## config.mk

```make
export PLATFORM = sky130hd
export DESIGN_NAME = ldpc_dec_ctrl
export DESIGN_NICKNAME = d
export VERILOG_FILES = /design/src/rtl/ldpc_dec_ctrl.sv
export SDC_FILE = /design/constraint.sdc
export NUM_CORES = 1
export LEC_CHECK = 0
export ABC_AREA = 1
export BUFFER_PORTS_ARGS = -buffer_cell sky130_fd_sc_hd__buf_2
export CORE_MARGIN = 8
export CORE_UTILIZATION = 58
export DETAILED_ROUTE_END_ITERATION = 16
export PLACE_DENSITY = 0.84
export SYNTH_ARGS = -nofsm -noshare
export SYNTH_HDL_FRONTEND = slang
export SYNTH_SLANG_ARGS = --single-unit
```

## constraint.sdc

```tcl
create_clock -name clk -period 5.15 [get_ports clk]
set_clock_uncertainty 0.2 [all_clocks]
set_input_delay 0.2575 -clock clk [delete_from_list [all_inputs] [get_ports clk]]
set_output_delay 0.2575 -clock clk [all_outputs]
set_load 0.03 [all_outputs]
```

## src/rtl/ldpc_dec_ctrl.sv

```systemverilog
// ldpc_dec_ctrl: frame sequencer for the layered LDPC decoder array.
// Per frame: load channel LLRs, alternate VNU/CNU phases, then check the
// hard-decision vector for stability or the iteration limit, and hand the
// decoded word out through a valid/ready handshake.
module ldpc_dec_ctrl #(
  parameter int R      = 5,
  parameter int C      = 3,
  parameter int D      = 8,
  parameter int ITER_W = 4,
  parameter int PH_LAT = 2,
  parameter int LD_CYC = 1
) (
  input  logic              clk,
  input  logic              rst,
  input  logic              start,
  input  logic              abort,
  input  logic [ITER_W-1:0] max_iter,
  input  logic [R*D-1:0]    dec,
  output logic              ld_en,
  output logic              vnu_en,
  output logic              cnu_en,
  output logic              busy,
  output logic              out_valid,
  input  logic              out_ready,
  output logic [R*D-1:0]    out_dec,
  output logic [ITER_W-1:0] out_iter,
  output logic              out_conv
);

  localparam int DW     = R * D;
  localparam int PH_MAX = (PH_LAT > LD_CYC) ? PH_LAT : LD_CYC;
  localparam int PH_W   = $clog2(PH_MAX) + 1;
  localparam logic [PH_W-1:0] PH_LAST = PH_W'(PH_LAT - 1);
  localparam logic [PH_W-1:0] LD_LAST = PH_W'(LD_CYC - 1);

  typedef enum logic [2:0] {
    S_IDLE  = 3'd0,
    S_LOAD  = 3'd1,
    S_VNU   = 3'd2,
    S_CNU   = 3'd3,
    S_CHECK = 3'd4,
    S_OUT   = 3'd5
  } state_t;

  state_t              state_q, state_d;
  logic [PH_W-1:0]     ph_q, ph_d;
  logic [ITER_W-1:0]   iter_q, iter_d;
  logic [ITER_W-1:0]   lim_q, lim_d;
  logic [DW-1:0]       prev_q, prev_d;
  logic                ld_en_q, ld_en_d;
  logic                vnu_en_q, vnu_en_d;
  logic                cnu_en_q, cnu_en_d;
  logic                busy_q, busy_d;
  logic                out_valid_q, out_valid_d;
  logic [DW-1:0]       out_dec_q, out_dec_d;
  logic [ITER_W-1:0]   out_iter_q, out_iter_d;
  logic                out_conv_q, out_conv_d;
  logic [ITER_W-1:0]   n_s;
  logic                stable_s;

  // Next-state, counters and registered-output precomputation.
  always_comb begin
    state_d    = state_q;
    ph_d       = ph_q;
    iter_d     = iter_q;
    lim_d      = lim_q;
    prev_d     = prev_q;
    out_dec_d  = out_dec_q;
    out_iter_d = out_iter_q;
    out_conv_d = out_conv_q;
    // Iteration number being completed; lim never exceeds 2^ITER_W-1 so no wrap.
    n_s        = iter_q + ITER_W'(1);
    // The first iteration has no predecessor, so it can never count as stable.
    stable_s   = (n_s >= ITER_W'(2)) && (dec == prev_q);

    case (state_q)
      S_IDLE: begin
        if (start) begin
          state_d = S_LOAD;
          lim_d   = (max_iter == '0) ? ITER_W'(1) : max_iter;
          iter_d  = '0;
          ph_d    = '0;
        end else begin
          state_d = S_IDLE;
        end
      end
      S_LOAD: begin
        if (abort) begin
          state_d = S_IDLE;
          ph_d    = '0;
        end else if (ph_q == LD_LAST) begin
          state_d = S_VNU;
          ph_d    = '0;
        end else begin
          ph_d    = ph_q + PH_W'(1);
        end
      end
      S_VNU: begin
        if (abort) begin
          state_d = S_IDLE;
          ph_d    = '0;
        end else if (ph_q == PH_LAST) begin
          state_d = S_CNU;
          ph_d    = '0;
        end else begin
          ph_d    = ph_q + PH_W'(1);
        end
      end
      S_CNU: begin
        if (abort) begin
          state_d = S_IDLE;
          ph_d    = '0;
        end else if (ph_q == PH_LAST) begin
          state_d = S_CHECK;
          ph_d    = '0;
        end else begin
          ph_d    = ph_q + PH_W'(1);
        end
      end
      S_CHECK: begin
        if (abort) begin
          state_d = S_IDLE;
        end else if (stable_s) begin
          state_d    = S_OUT;
          out_dec_d  = dec;
          out_iter_d = n_s;
          out_conv_d = 1'b1;
        end else if (n_s == lim_q) begin
          state_d    = S_OUT;
          out_dec_d  = dec;
          out_iter_d = n_s;
          out_conv_d = 1'b0;
        end else begin
          state_d = S_VNU;
          prev_d  = dec;
          iter_d  = n_s;
        end
      end
      S_OUT: begin
        // abort and start are deliberately ignored until the word is taken.
        if (out_ready) begin
          state_d = S_IDLE;
        end else begin
          state_d = S_OUT;
        end
      end
      default: begin
        state_d = S_IDLE;
        ph_d    = '0;
      end
    endcase

    // Strobes follow the next state so each flop is high exactly in its state.
    ld_en_d     = (state_d == S_LOAD);
    vnu_en_d    = (state_d == S_VNU);
    cnu_en_d    = (state_d == S_CNU);
    busy_d      = (state_d != S_IDLE);
    out_valid_d = (state_d == S_OUT);
  end

  // State, counters and registered outputs with synchronous reset.
  always_ff @(posedge clk) begin
    if (rst) begin
      state_q     <= S_IDLE;
      ph_q        <= '0;
      iter_q      <= '0;
      lim_q       <= '0;
      prev_q      <= '0;
      ld_en_q     <= 1'b0;
      vnu_en_q    <= 1'b0;
      cnu_en_q    <= 1'b0;
      busy_q      <= 1'b0;
      out_valid_q <= 1'b0;
      out_dec_q   <= '0;
      out_iter_q  <= '0;
      out_conv_q  <= 1'b0;
    end else begin
      state_q     <= state_d;
      ph_q        <= ph_d;
      iter_q      <= iter_d;
      lim_q       <= lim_d;
      prev_q      <= prev_d;
      ld_en_q     <= ld_en_d;
      vnu_en_q    <= vnu_en_d;
      cnu_en_q    <= cnu_en_d;
      busy_q      <= busy_d;
      out_valid_q <= out_valid_d;
      out_dec_q   <= out_dec_d;
      out_iter_q  <= out_iter_d;
      out_conv_q  <= out_conv_d;
    end
  end

  assign ld_en     = ld_en_q;
  assign vnu_en    = vnu_en_q;
  assign cnu_en    = cnu_en_q;
  assign busy      = busy_q;
  assign out_valid = out_valid_q;
  assign out_dec   = out_dec_q;
  assign out_iter  = out_iter_q;
  assign out_conv  = out_conv_q;

endmodule

```

==> key figures, run 1 <==
Placed design
  – Port bufs: between 90 and 100
  – DPL Wire Length: 7.48 mm
  – GPL Wtd Cong: 0.842

Global route
  – Congestion Overflow GR: 0
  – Wire length of the first global-routing pass: around 18 mm
  – Vias in the first global route: 4,047
  – Antenna violations before repair: 0
  – Largest net degree at the start of global routing: 93
  – Overall Global Routing Usage: 19.1%

Clock network
  – Clock Tree Root: clkbuf_8
  – Post-CTS sizing: 0
  – H-tree lvl count: 3
  – CTS hold repair buffers: 30
  – Clock-pin slew on the worst setup and hold paths: about 90 ps
  – CTS tree: done
  – Clk buf depth: 2
  – Postcts setup bufs: 0
  – Clock Sinks: approximately 100
  – TritonCTS buffer count: 9
  – Worst-skew pair later-pin latency: 360 ps

STA
  – Worst slew margin: 18.7%
  – Hold_ws: 3.82 ps
  – Final hold violations: 0
  – Final setup viols: 0
  – Worst-Margin Slew: approximately 1200 ps
  – RSZ-0062 raised after global routing: false
  – Final period util: 65.8%
  – Fin Setup TNS: 0 ps
  – Fmax: 295 MHz
  – Post-layout min period: 3390 ps
  – Fin. max-slew vios: 0

Die
  – Die width: 104 um
  – Die height: 104 um
  – I/O pins: between 90 and 100
  – Initial Util: 59.2%
  – Row count: 32
  – Die ar.: 0.0109 mm2
  – CORE AREA: approximately 0.0076 mm2

Min path
  – Min-delay src: dec[10]
  – Hold Path End: out_dec[10]$_SDFFE_PP0P_
  – Worst min path class: input port to register
  – Hold path cells: 3

Drt
  – WL/cell: 12.5 um
  – Via/cell ratio: ~5
  – DR iter-0 viols: 152
  – Total Wirelength: 10.5 mm
  – 1st-pass router iterations: 5
  – Drt drc: 0
  – Detail Route Antenna Nets: 0
  – Vias: 4,163

Cells and area
  – Nets: between 700 and 800
  – # diodes: 0
  – Fillers: roughly 610
  – P&R area growth vs syn: 21.3%
  – FF/Latch Area: 0.00206 mm2
  – Footprint of the multi-input gates: 0.00202 mm2
  – Share of layout cells above drive strength 1: 16.4%

Setup path
  – WP buf/inv: 3
  – Max stage delay on crit path: 720 ps
  – Critical R2R Capture: out_iter[2]$_SDFFE_PP0P_
  – RR Startpoint: iter_q[1]$_SDFFE_PP0P_
  – Worst endpoint required time: between 5000 and 6000 ps
  – Worst-path cell chain: inv_1, ha_1, inv_1, nor2_1, nand2_1, nor2_1, nor2_2, nand3_2, nand2_1, nand2_2, clkinv_2, nand2_1, nand2_1, nor2_1
  – R2R setup slack: approximately 1800 ps
  – CP Capture Type: register
  – R2R depth: 14
  – Crit Path Class: register to register
  – Worst path top cell family by delay: simple AND/OR/NAND/NOR gates
  – Most used cell, CP: nand2_1
  – CP max FO: between 40 and 50
  – CP max stage cell: clkinv_2
  – Arrival @ worst endpoint: 3490 ps
  – Type of origin of the critical path: register

Power
  – Pwr Density: 260 mW/mm2
  – Pleak: 2.40 nW
  – Peak supply drop: 0.180 mV

Synthesis
  – Yosys reg bits: 103
  – Area of the mapped netlist: between 0.004 and 0.005 mm2
  – Mean post-synth cell area: 7.22 um2
  – Synth cell types: 28
  – Sequential share of the synthesized area: 45.5%
  – Synth warn: 0
  – Syn nets: 681
  – Syn Inst Count: ~630

Status
  – Status: completed

Run
  – Max-cap violation count: 0
Yosys cell counts:
cell / number / area (um2)
a21boi_0: 1 / 7.51
xnor2_2: 2 / 32.5
buf_1: 1 / 3.75
clkbuf_1: 15 / 56.3
a31oi_1: 3 / 18.8
clkinv_2: 1 / 5.00
buf_2: 6 / 30.0
xnor2_1: 24 / 210
o21ai_1: 17 / 85.1
nor2_1: 120 / 450
nand3_2: 4 / 40.0
nand2_2: 1 / 6.26
inv_1: 78 / 293
o21ai_0: 75 / 375
o21a_1: 1 / 7.51
xor2_1: 3 / 26.3
nor3_1: 2 / 10.0
nand3_1: 10 / 50.1
nand2_1: 93 / 349
o22ai_1: 1 / 6.26
a21oi_1: 48 / 240
buf_4: 4 / 30.0
dfxtp_1: 103 / 2060
ha_1: 5 / 62.6
nor2_2: 1 / 6.26
nor4_1: 1 / 6.26
buf_6: 3 / 33.8
nand4_1: 4 / 25.0
report_power, final:
group,total [mW],switching [mW],internal [mW]
clock,0.497,0.259,0.238
sequential,0.804,0.00359,0.801
combinational,0.125,0.0695,0.0557
how the worst max path moves through the flow:
stage | slack [ps] | cells past startpoint | to | from
2_1_floorplan | 3150 | 14 | out_dec[10]$_SDFFE_PP0P_ | iter_q[1]$_SDFFE_PP0P_
3_3_place_gp | 1890 | 14 | out_iter[2]$_SDFFE_PP0P_ | iter_q[1]$_SDFFE_PP0P_
3_5_place_dp | 1760 | 14 | out_iter[2]$_SDFFE_PP0P_ | iter_q[1]$_SDFFE_PP0P_
4_1_cts | 1760 | 14 | out_iter[2]$_SDFFE_PP0P_ | iter_q[1]$_SDFFE_PP0P_
5_1_grt | 1320 | 13 | out_dec[16]$_SDFFE_PP0P_ | iter_q[1]$_SDFFE_PP0P_
6_report | 1760 | 14 | out_iter[2]$_SDFFE_PP0P_ | iter_q[1]$_SDFFE_PP0P_
kinds of logic (layout without fill, tap and decap cells):
| family | Yosys count | after routing | share of synthesized area (%) |
|---|---|---|---|
| fa+ha+maj | 5 | 5 | 1.38 |
| flops | 103 | 103 | 45.5 |
| compound gates | 146 | 146 | 16.4 |
| xor+xnor | 29 | 29 | 5.94 |
| simple gates | 236 | 236 | 20.8 |
| buf+inv | 108 | 224 | 9.97 |
worst min-delay path: stages:
cell,delay [ps]
buf_2,120
o21ai_0,80
nor2_1,80
layout by cell type, fill, tap and decap left out, types with 2 or more instances in the layout:
master / netlist / routed
nand4_1: 4 / 4
clkbuf_1: 15 / 3
o21ai_0: 75 / 75
xnor2_2: 2 / 2
ha_1: 5 / 5
xor2_1: 3 / 3
xnor2_1: 24 / 24
dfxtp_1: 103 / 103
clkinv_2: 1 / 2
inv_1: 78 / 77
nor2_1: 120 / 120
nor3_1: 2 / 2
a21oi_1: 48 / 48
clkbuf_8: 0 / 10
nand3_2: 4 / 4
o21ai_1: 17 / 17
nand3_1: 10 / 10
buf_2: 6 / 98
nand2_1: 93 / 93
a31oi_1: 3 / 3
dlygate4sd3_1: 0 / 30
layer usage:
| metal | GRT usage [%] | up-vias | wire length (um) |
|---|---|---|---|
| li1 | - | 2189 | - |
| met1 | 21.4 | 1848 | 4600 |
| met2 | 33.4 | 106 | 5130 |
| met3 | 4.96 | 20 | 621 |
| met4 | 8.07 | 0 | 195 |
| met5 | 0 | - | 0 |
area by class of cell:
class / instances / share of cell area, %
clock buffer: 13 / 2.71
clock inverter: 3 / 0.774
inverter: 79 / 5.42
multi-input combinational: 416 / 36.7
sequential: 103 / 37.5
tap: 102 / 2.32
timing repair buffer: 129 / 14.5
metrics by stage:
stage               worst slack, ps  power (mW)  instance area [um2]  util, %  std cells
finish                         1760        1.43                 5490     71.8        845
global route                   1320        1.48                 5490     71.8        845
CTS                            1760        1.43                 5490     71.8        845
detailed placement             1760       0.929                 5000     65.4        799
global placement               1890       0.925                 5000     65.4        799
floorplan                      3150       0.883                 4530        -        627
state kept, by name (all words and copies together), names as in the netlist:
register,flops
lim_q,4
busy,1
cnu_en,1
state_q,3
out_valid,1
out_iter,4
vnu_en,1
ph_q,2
out_dec,40
out_conv,1
iter_q,4
prev_q,40
ld_en,1
Note: power is estimated with default switching activity, not from simulation.
==> inputs of run 2 (changes only) <==
Settings changed: ABC_AREA 1 to 0, CORE_UTILIZATION 58 to 54, PLACE_DENSITY 0.84 to 0.79.
Clock period 5.15 ns to 3.2 ns, I/O delays scaled along.
==> key figures, run 2 <==
Synthesis
  – Area of the mapped netlist: 0.00464 mm2 (was 0.00453 mm2)
  – Sequential share of the synthesized area: 44.5% (was 45.5%)
  – Yosys reg bits: 103 (unchanged)
  – Top-area cell type share of the netlist area: 44.5% (was 45.5%)
  – Synth warn: 0 (unchanged)
  – EDFF count, synth: 0 (unchanged)
  – Post-synthesis async set-or-reset flop share: 0% (unchanged)
  – Syn nets: 606 (was 681)
  – Mean post-synth cell area: 8.40 um2 (was 7.22 um2)
  – Post-synth top cells: dfxtp_1, a21oi_1, nand3_1 (was nor2_1, dfxtp_1, nand2_1)
  – Syn Inst Count: 552 (was 627)
  – Synth cell types: 48 (was 28)
  – Ys flop type: dfxtp_1 (unchanged)
  – Largest area contributor in the netlist: dfxtp_1 (unchanged)
  – Count leader, synth: dfxtp_1 (was nor2_1)
  – Largest cells by area after synthesis: dfxtp_1, a21oi_1, nand3_1 (was dfxtp_1, nor2_1, o21ai_0)

Die
  – Initial Util: 54.5% (was 59.2%)
  – Row count: 34 (was 32)
  – CORE AREA: 0.00851 mm2 (was 0.00765 mm2)
  – Die width: 109 um (was 104 um)
  – Die height: 109 um (was 104 um)
  – Die ar.: 0.0118 mm2 (was 0.0109 mm2)
  – I/O pins: 99 (unchanged)

Drt
  – Via/cell ratio: 5.88 (was 4.93)
  – DR iter-0 viols: 428 (was 152)
  – 1st-pass router iterations: 5 (unchanged)
  – Vias: 4,543 (was 4,163)
  – Total Wirelength: 13.2 mm (was 10.5 mm)
  – Detail Route Antenna Nets: 0 (unchanged)
  – WL/cell: 17.1 um (was 12.5 um)
  – Drt drc: 0 (unchanged)

Cells and area
  – Share of layout cells above drive strength 1: 19.3% (was 16.4%)
  – Fillers: 665 (was 608)
  – Nets: 714 (was 792)
  – Footprint of the multi-input gates: 0.00234 mm2 (was 0.00202 mm2)
  – Final Util: 68.1% (was 71.8%)
  – Final Cell Area: 0.00579 mm2 (was 0.00549 mm2)
  – Most common cell after layout, fill and taps aside: dfxtp_1 (was nor2_1)
  – FF/Latch Area: 0.00206 mm2 (unchanged)
  – Most frequent cells in the layout: dfxtp_1, buf_2, a21oi_1 (was nor2_1, dfxtp_1, buf_2)
  – P&R area growth vs syn: 24.8% (was 21.3%)
  – # diodes: 0 (unchanged)

Clock network
  – H-tree lvl count: 3 (unchanged)
  – Post-CTS sizing: 0 (unchanged)
  – CTS tree: done (unchanged)
  – Worst-skew pair later-pin latency: 360 ps (about the same)
  – Clock-pin slew on the worst setup and hold paths: 90 ps (about the same)
  – Clock Tree Root: clkbuf_8 (unchanged)
  – TritonCTS buffer count: 9 (unchanged)
  – Clock Sinks: 103 (unchanged)
  – Clk buf depth: 2 (unchanged)

Global route
  – Overall Global Routing Usage: 21.7% (was 19.1%)
  – Vias in the first global route: 4,223 (was 4,047)
  – Congestion Overflow GR: 0 (unchanged)
  – Antenna violations before repair: 0 (unchanged)
  – Wire length of the first global-routing pass: 20.8 mm (was 17.7 mm)
  – Largest net degree at the start of global routing: 104 (was 93)

Power
  – Pleak: 2.26 nW (was 2.40 nW)
  – Peak supply drop: 0.245 mV (was 0.180 mV)
  – Pwr Density: 421 mW/mm2 (was 260 mW/mm2)

Setup path
  – Crit Path Class: register to register (unchanged)
  – R2R depth: 8 (was 14)
  – Worst-path cell chain: ha_1, xor2_1, xnor2_1, nand4_1, o31a_2, buf_12, nand3_1, a21oi_1 (was inv_1, ha_1, inv_1, nor2_1, nand2_1, nor2_1, nor2_2, nand3_2, nand2_1, nand2_2, clkinv_2, nand2_1, nand2_1, nor2_1)
  – Arrival @ worst endpoint: 3040 ps (was 3490 ps)
  – Type of origin of the critical path: register (unchanged)
  – Worst path top cell family by delay: compound AO/OA/AOI/OAI gates (was simple AND/OR/NAND/NOR gates)
  – CP Capture Type: register (unchanged)
  – CP Depth: 8 (was 14)
  – CP max stage cell: o31a_2 (was clkinv_2)
  – Worst endpoint required time: 3280 ps (was 5250 ps)
  – CP max FO: 52 (was 49)
  – WP buf/inv: 1 (was 3)
  – Max stage delay on crit path: 670 ps (was 720 ps)

STA
  – Final period util: 92.5% (was 65.8%)
  – Post-layout min period: 2960 ps (was 3390 ps)
  – Fmax: 338 MHz (was 295 MHz)
  – Fin Setup TNS: 0 ps (unchanged)
  – Final setup margin: 241 ps (was 1760 ps)
  – Final setup viols: 0 (unchanged)
  – RSZ-0062 raised after global routing: false (unchanged)
  – Final hold violations: 0 (unchanged)
  – Hold_ws: 30.1 ps (was 3.82 ps)
  – Fin. max-slew vios: 0 (unchanged)
  – Worst-Margin Slew: 1040 ps (was 1220 ps)
  – Worst slew margin: 30.4% (was 18.7%)

Status
  – Status: completed (unchanged)

Placed design
  – DPL Wire Length: 8.13 mm (was 7.48 mm)
  – GPL Wtd Cong: 0.860 (was 0.842)
  – Cell area after placement: 0.00513 mm2 (was 0.00500 mm2)
  – Dpl ws: 305 ps (was 1760 ps)
  – Port bufs: 98 (unchanged)

Min path
  – Hold path cells: 4 (was 3)
  – Worst min path class: input port to register (unchanged)

Run
  – Max-cap violation count: 0 (unchanged)
==> run 2: changes by cell type in the layout (fill, tap and decap cells not counted), sizes merged, moves of 40 or more <==
cell,delta
xor2,+40
inv,-73
nand3,+68
nand2,-86
nor2,-103
a21oi,+42
==> run 2: cells by family after synthesis <==
family | synth area share [%]
muxes | 0.863
xor gates and xnor gates | 9.20
buffers and inverters | 5.15
adders and majority gates | 1.35
and+or+nand+nor | 16.3
DFF | 44.5
AOI/OAI and AO/OA | 22.7
==> run 2: metal layers <==
metal | GRT usage [%] | share of wire, % | vias to the layer above
met3 | 4.37 | 7.5 | 21
met2 | 35.0 | 48 | 166
met4 | 7.53 | 2.1 | 0
li1 | - | - | 2185
met1 | 28.4 | 42 | 2171
met5 | 0 | 0 | -
==> run 2: path summary, 6_finish.rpt <==
path | startpoint | endpoint | slack (ps)
setup / recovery | iter_q[0]$_SDFFE_PP0P_ | prev_q[19]$_SDFFE_PP0P_ | 240
hold / removal | abort | out_dec[5]$_SDFFE_PP0P_ | 30
setup reg to reg | iter_q[0]$_SDFFE_PP0P_ | prev_q[19]$_SDFFE_PP0P_ | 240
hold reg to reg | out_dec[14]$_SDFFE_PP0P_ | out_dec[14]$_SDFFE_PP0P_ | 280
==> run 2: per-stage QoR <==
stage | total power [mW] | cells
final | 2.44 | 772
after global routing | 2.52 | 772
after CTS | 2.44 | 772
after detailed placement | 1.54 | 712
after global placement | 1.53 | 712
after floorplan | 1.45 | 552
==> run 2: final cells by class <==
cell class	instances	area share [%]
clock buffer	11	2.44
timing repair buffer	148	17.6
multi-input combinational	393	40.5
clock inverter	4	1.21
tap	108	2.33
sequential	103	35.6
inverter	5	0.324
==> run 2: where the power goes <==
part | leakage [nW] | internal [mW] | switching (mW) | total [mW]
clock | 0.109 | 0.456 | 0.426 | 0.882
sequential | 0.831 | 1.29 | 0.00740 | 1.30
combinational | 1.32 | 0.102 | 0.158 | 0.261
==> run 2: what timing repair did <==
action | in CTS | in global routing
hold buffers | 45 | 0
setup buffers | 0 | 0
endpoints found under the hold margin | 84 | 0
==> run 2: tightest hold or removal path, cell delays in order <==
cell and delay, ps:
buf_2 150, nor2_4 100, nand3_1 90, a21oi_1 50
==> inputs of run 3 (changes only) <==
Settings changed: CORE_MARGIN 8 to not set, CORE_UTILIZATION 54 to 49, PLACE_DENSITY 0.79 to 0.76, SLEW_MARGIN set to 20.
Clock period 3.2 ns to 2.56 ns, I/O delays scaled along.
==> key figures, run 3 (synthesis gave the netlist of run 2 again) <==
STA
  – Final setup viols: 93 (was 0)
  – Worst slew margin: 68.2% (was 30.4%)
  – Fin Setup TNS: -9360 ps (was 0 ps)
  – Fmax: 361 MHz
  – Hold_ws: -15.9 ps (was 30.1 ps)
  – RSZ-0062 raised after global routing: true (was false)
  – Fin. max-slew vios: 0 (unchanged)
  – Post-layout min period: 2770 ps
  – Worst-Margin Slew: 473 ps (was 1040 ps)
  – Final hold violations: 1 (was 0)
  – Final setup margin: -207 ps (was 241 ps)
  – Final period util: 108%

Power
  – Seq pwr share: 54.0% (was 53.1%)
  – Pwr Total: 3.00 mW (was 2.44 mW)
  – Sw Ratio: 27.6% (was 24.3%)
  – Peak supply drop: 0.256 mV (was 0.245 mV)
  – Pwr Density: 478 mW/mm2 (was 421 mW/mm2)
  – Pleak: 2.46 nW (was 2.26 nW)
  – Logic pwr share: 14.6% (was 10.7%)
  – Int Power: 2.17 mW (was 1.85 mW)
  – Psw: 827 uW (was 592 uW)
  – Power share of the clock group: 31.4% (was 36.2%)

Drt
  – Vias: 4,793 (was 4,543)
  – 1st-pass router iterations: 5 (unchanged)
  – DR iter-0 viols: 371 (was 428)
  – Via/cell ratio: 5.96 (was 5.88)
  – WL/cell: 17.3 um (was 17.1 um)
  – Drt drc: 0 (unchanged)
  – Total Wirelength: 13.9 mm (was 13.2 mm)
  – Detail Route Antenna Nets: 0 (unchanged)

Cells and area
  – Final Util: 68.2% (was 68.1%)
  – Most common cell after layout, fill and taps aside: dfxtp_1 (unchanged)
  – P&R area growth vs syn: 35.3% (was 24.8%)
  – # diodes: 0 (unchanged)
  – Nets: 742 (was 714)
  – Fillers: 687 (was 665)
  – Share of layout cells above drive strength 1: 25.7% (was 19.3%)
  – Most frequent cells in the layout: dfxtp_1, buf_2, a21oi_1 (unchanged)

Clock network
  – Clk buf depth: 2 (unchanged)
  – H-tree lvl count: 3 (unchanged)
  – Clock-pin slew on the worst setup and hold paths: 110 ps (was 90 ps)
  – Worst-skew pair later-pin latency: 370 ps (was 360 ps)
  – TritonCTS buffer count: 9 (unchanged)
  – Clock Tree Root: clkbuf_8 (unchanged)
  – CTS tree: done (unchanged)
  – Clock Sinks: 103 (unchanged)

Setup path
  – Crit Path Class: input port to register (was register to register)
  – CP Capture Type: register (unchanged)
  – CP max stage cell: dlygate4sd3_1 (was o31a_2)
  – Worst endpoint required time: 2660 ps (was 3280 ps)
  – Most used cell, CP: buf_4
  – Arrival @ worst endpoint: 2870 ps (was 3040 ps)
  – CP max FO: 15 (was 52)
  – Worst-path cell chain: dlygate4sd3_1, buf_2, xor2_1, nor4_1, nand4_1, buf_4, o31ai_4, buf_4, clkbuf_16, o21ai_0, a21oi_1 (was ha_1, xor2_1, xnor2_1, nand4_1, o31a_2, buf_12, nand3_1, a21oi_1)
  – Max stage delay on crit path: 530 ps (was 670 ps)
  – Type of origin of the critical path: input port (was register)

Placed design
  – GPL Wtd Cong: 0.878 (was 0.860)
  – DPL Wire Length: 8.02 mm (was 8.13 mm)
  – Port bufs: 98 (unchanged)

Global route
  – Overall Global Routing Usage: 25.7% (was 21.7%)
  – Vias in the first global route: 4,348 (was 4,223)
  – Congestion Overflow GR: 0 (unchanged)
  – Wire length of the first global-routing pass: 20.3 mm (was 20.8 mm)
  – Largest net degree at the start of global routing: 61 (was 104)
  – Antenna violations before repair: 0 (unchanged)

Die
  – I/O pins: 99 (unchanged)
  – Die width: 99.3 um (was 109 um)
  – Row count: 35 (was 34)
  – Die height: 99.3 um (was 109 um)
  – CORE AREA: 0.00920 mm2 (was 0.00851 mm2)
  – Die ar.: 0.00986 mm2 (was 0.0118 mm2)
  – Initial Util: 50.4% (was 54.5%)

Status
  – Failing checks: negative hold slack, negative setup slack
  – Status: finished with violations (was completed)

Run
  – Max-cap violation count: 0 (unchanged)

Min path
  – Worst min path class: input port to register (unchanged)
run 3: power groups by stage:
| stage | sequential (mW) | clock [mW] | combinational, mW |
|---|---|---|---|
| floorplan | 1.66 | 0 | 0.156 |
| global placement | 1.66 | 0 | 0.291 |
| detailed placement | 1.66 | 0 | 0.295 |
| CTS | 1.62 | 0.948 | 0.356 |
| global route | 1.62 | 1.01 | 0.459 |
| finish | 1.62 | 0.941 | 0.437 |
run 3: repair_timing:
action | 4_1_cts | 5_1_grt
hold buffers | 48 | 0
resized for setup | 0 | 63
endpoints found under the hold margin | 91 | 0
endpoints found under the setup margin | 0 | 88
setup buffers | 0 | 9
run 3: area by class of cell:
cell class	count	area, um2	area share, %
Multi-Input combinational cell	394	2500	39.8
Clock buffer	10	128	2.03
Clock inverter	6	45.0	0.718
Tap cell	111	139	2.21
Sequential cell	103	2070	32.9
Inverter	5	18.8	0.299
Timing Repair Buffer	175	1380	22.0
run 3: path summary, 6_finish.rpt:
check	from	end	slack [ps]	depth (start not counted)
hold / removal	dec[16]	out_dec[16]$_SDFFE_PP0P_	-20	3
hold reg to reg	out_dec[14]$_SDFFE_PP0P_	out_dec[14]$_SDFFE_PP0P_	280	2
setup / recovery	dec[21]	prev_q[32]$_SDFFE_PP0P_	-210	11
setup reg to reg	prev_q[4]$_SDFFE_PP0P_	prev_q[32]$_SDFFE_PP0P_	-120	9
run 3: per-stage QoR:
stage	cell area (um2)	setup WS, ps	hold WS (ps)	std cells
final	6270	-207	-15.9	804
after global routing	6270	-273	13.9	804
after CTS	5950	1.89	33.4	796
after global placement	5300	112	159	732
after detailed placement	5300	69.3	170	732
after floorplan	4640	289	71.0	552
run 3: worst max-delay path, delay by kind of cell:
family          cells  cell delay, ps
buf+inv             5            1260
simple gates        2             650
compound gates      3             630
xor+xnor            1             190
run 3: metal layers:
layer,wire (um),track usage (%)
met5,0,0
met4,430,9.16
met1,5790,33.5
met3,980,4.08
met2,6680,43.0
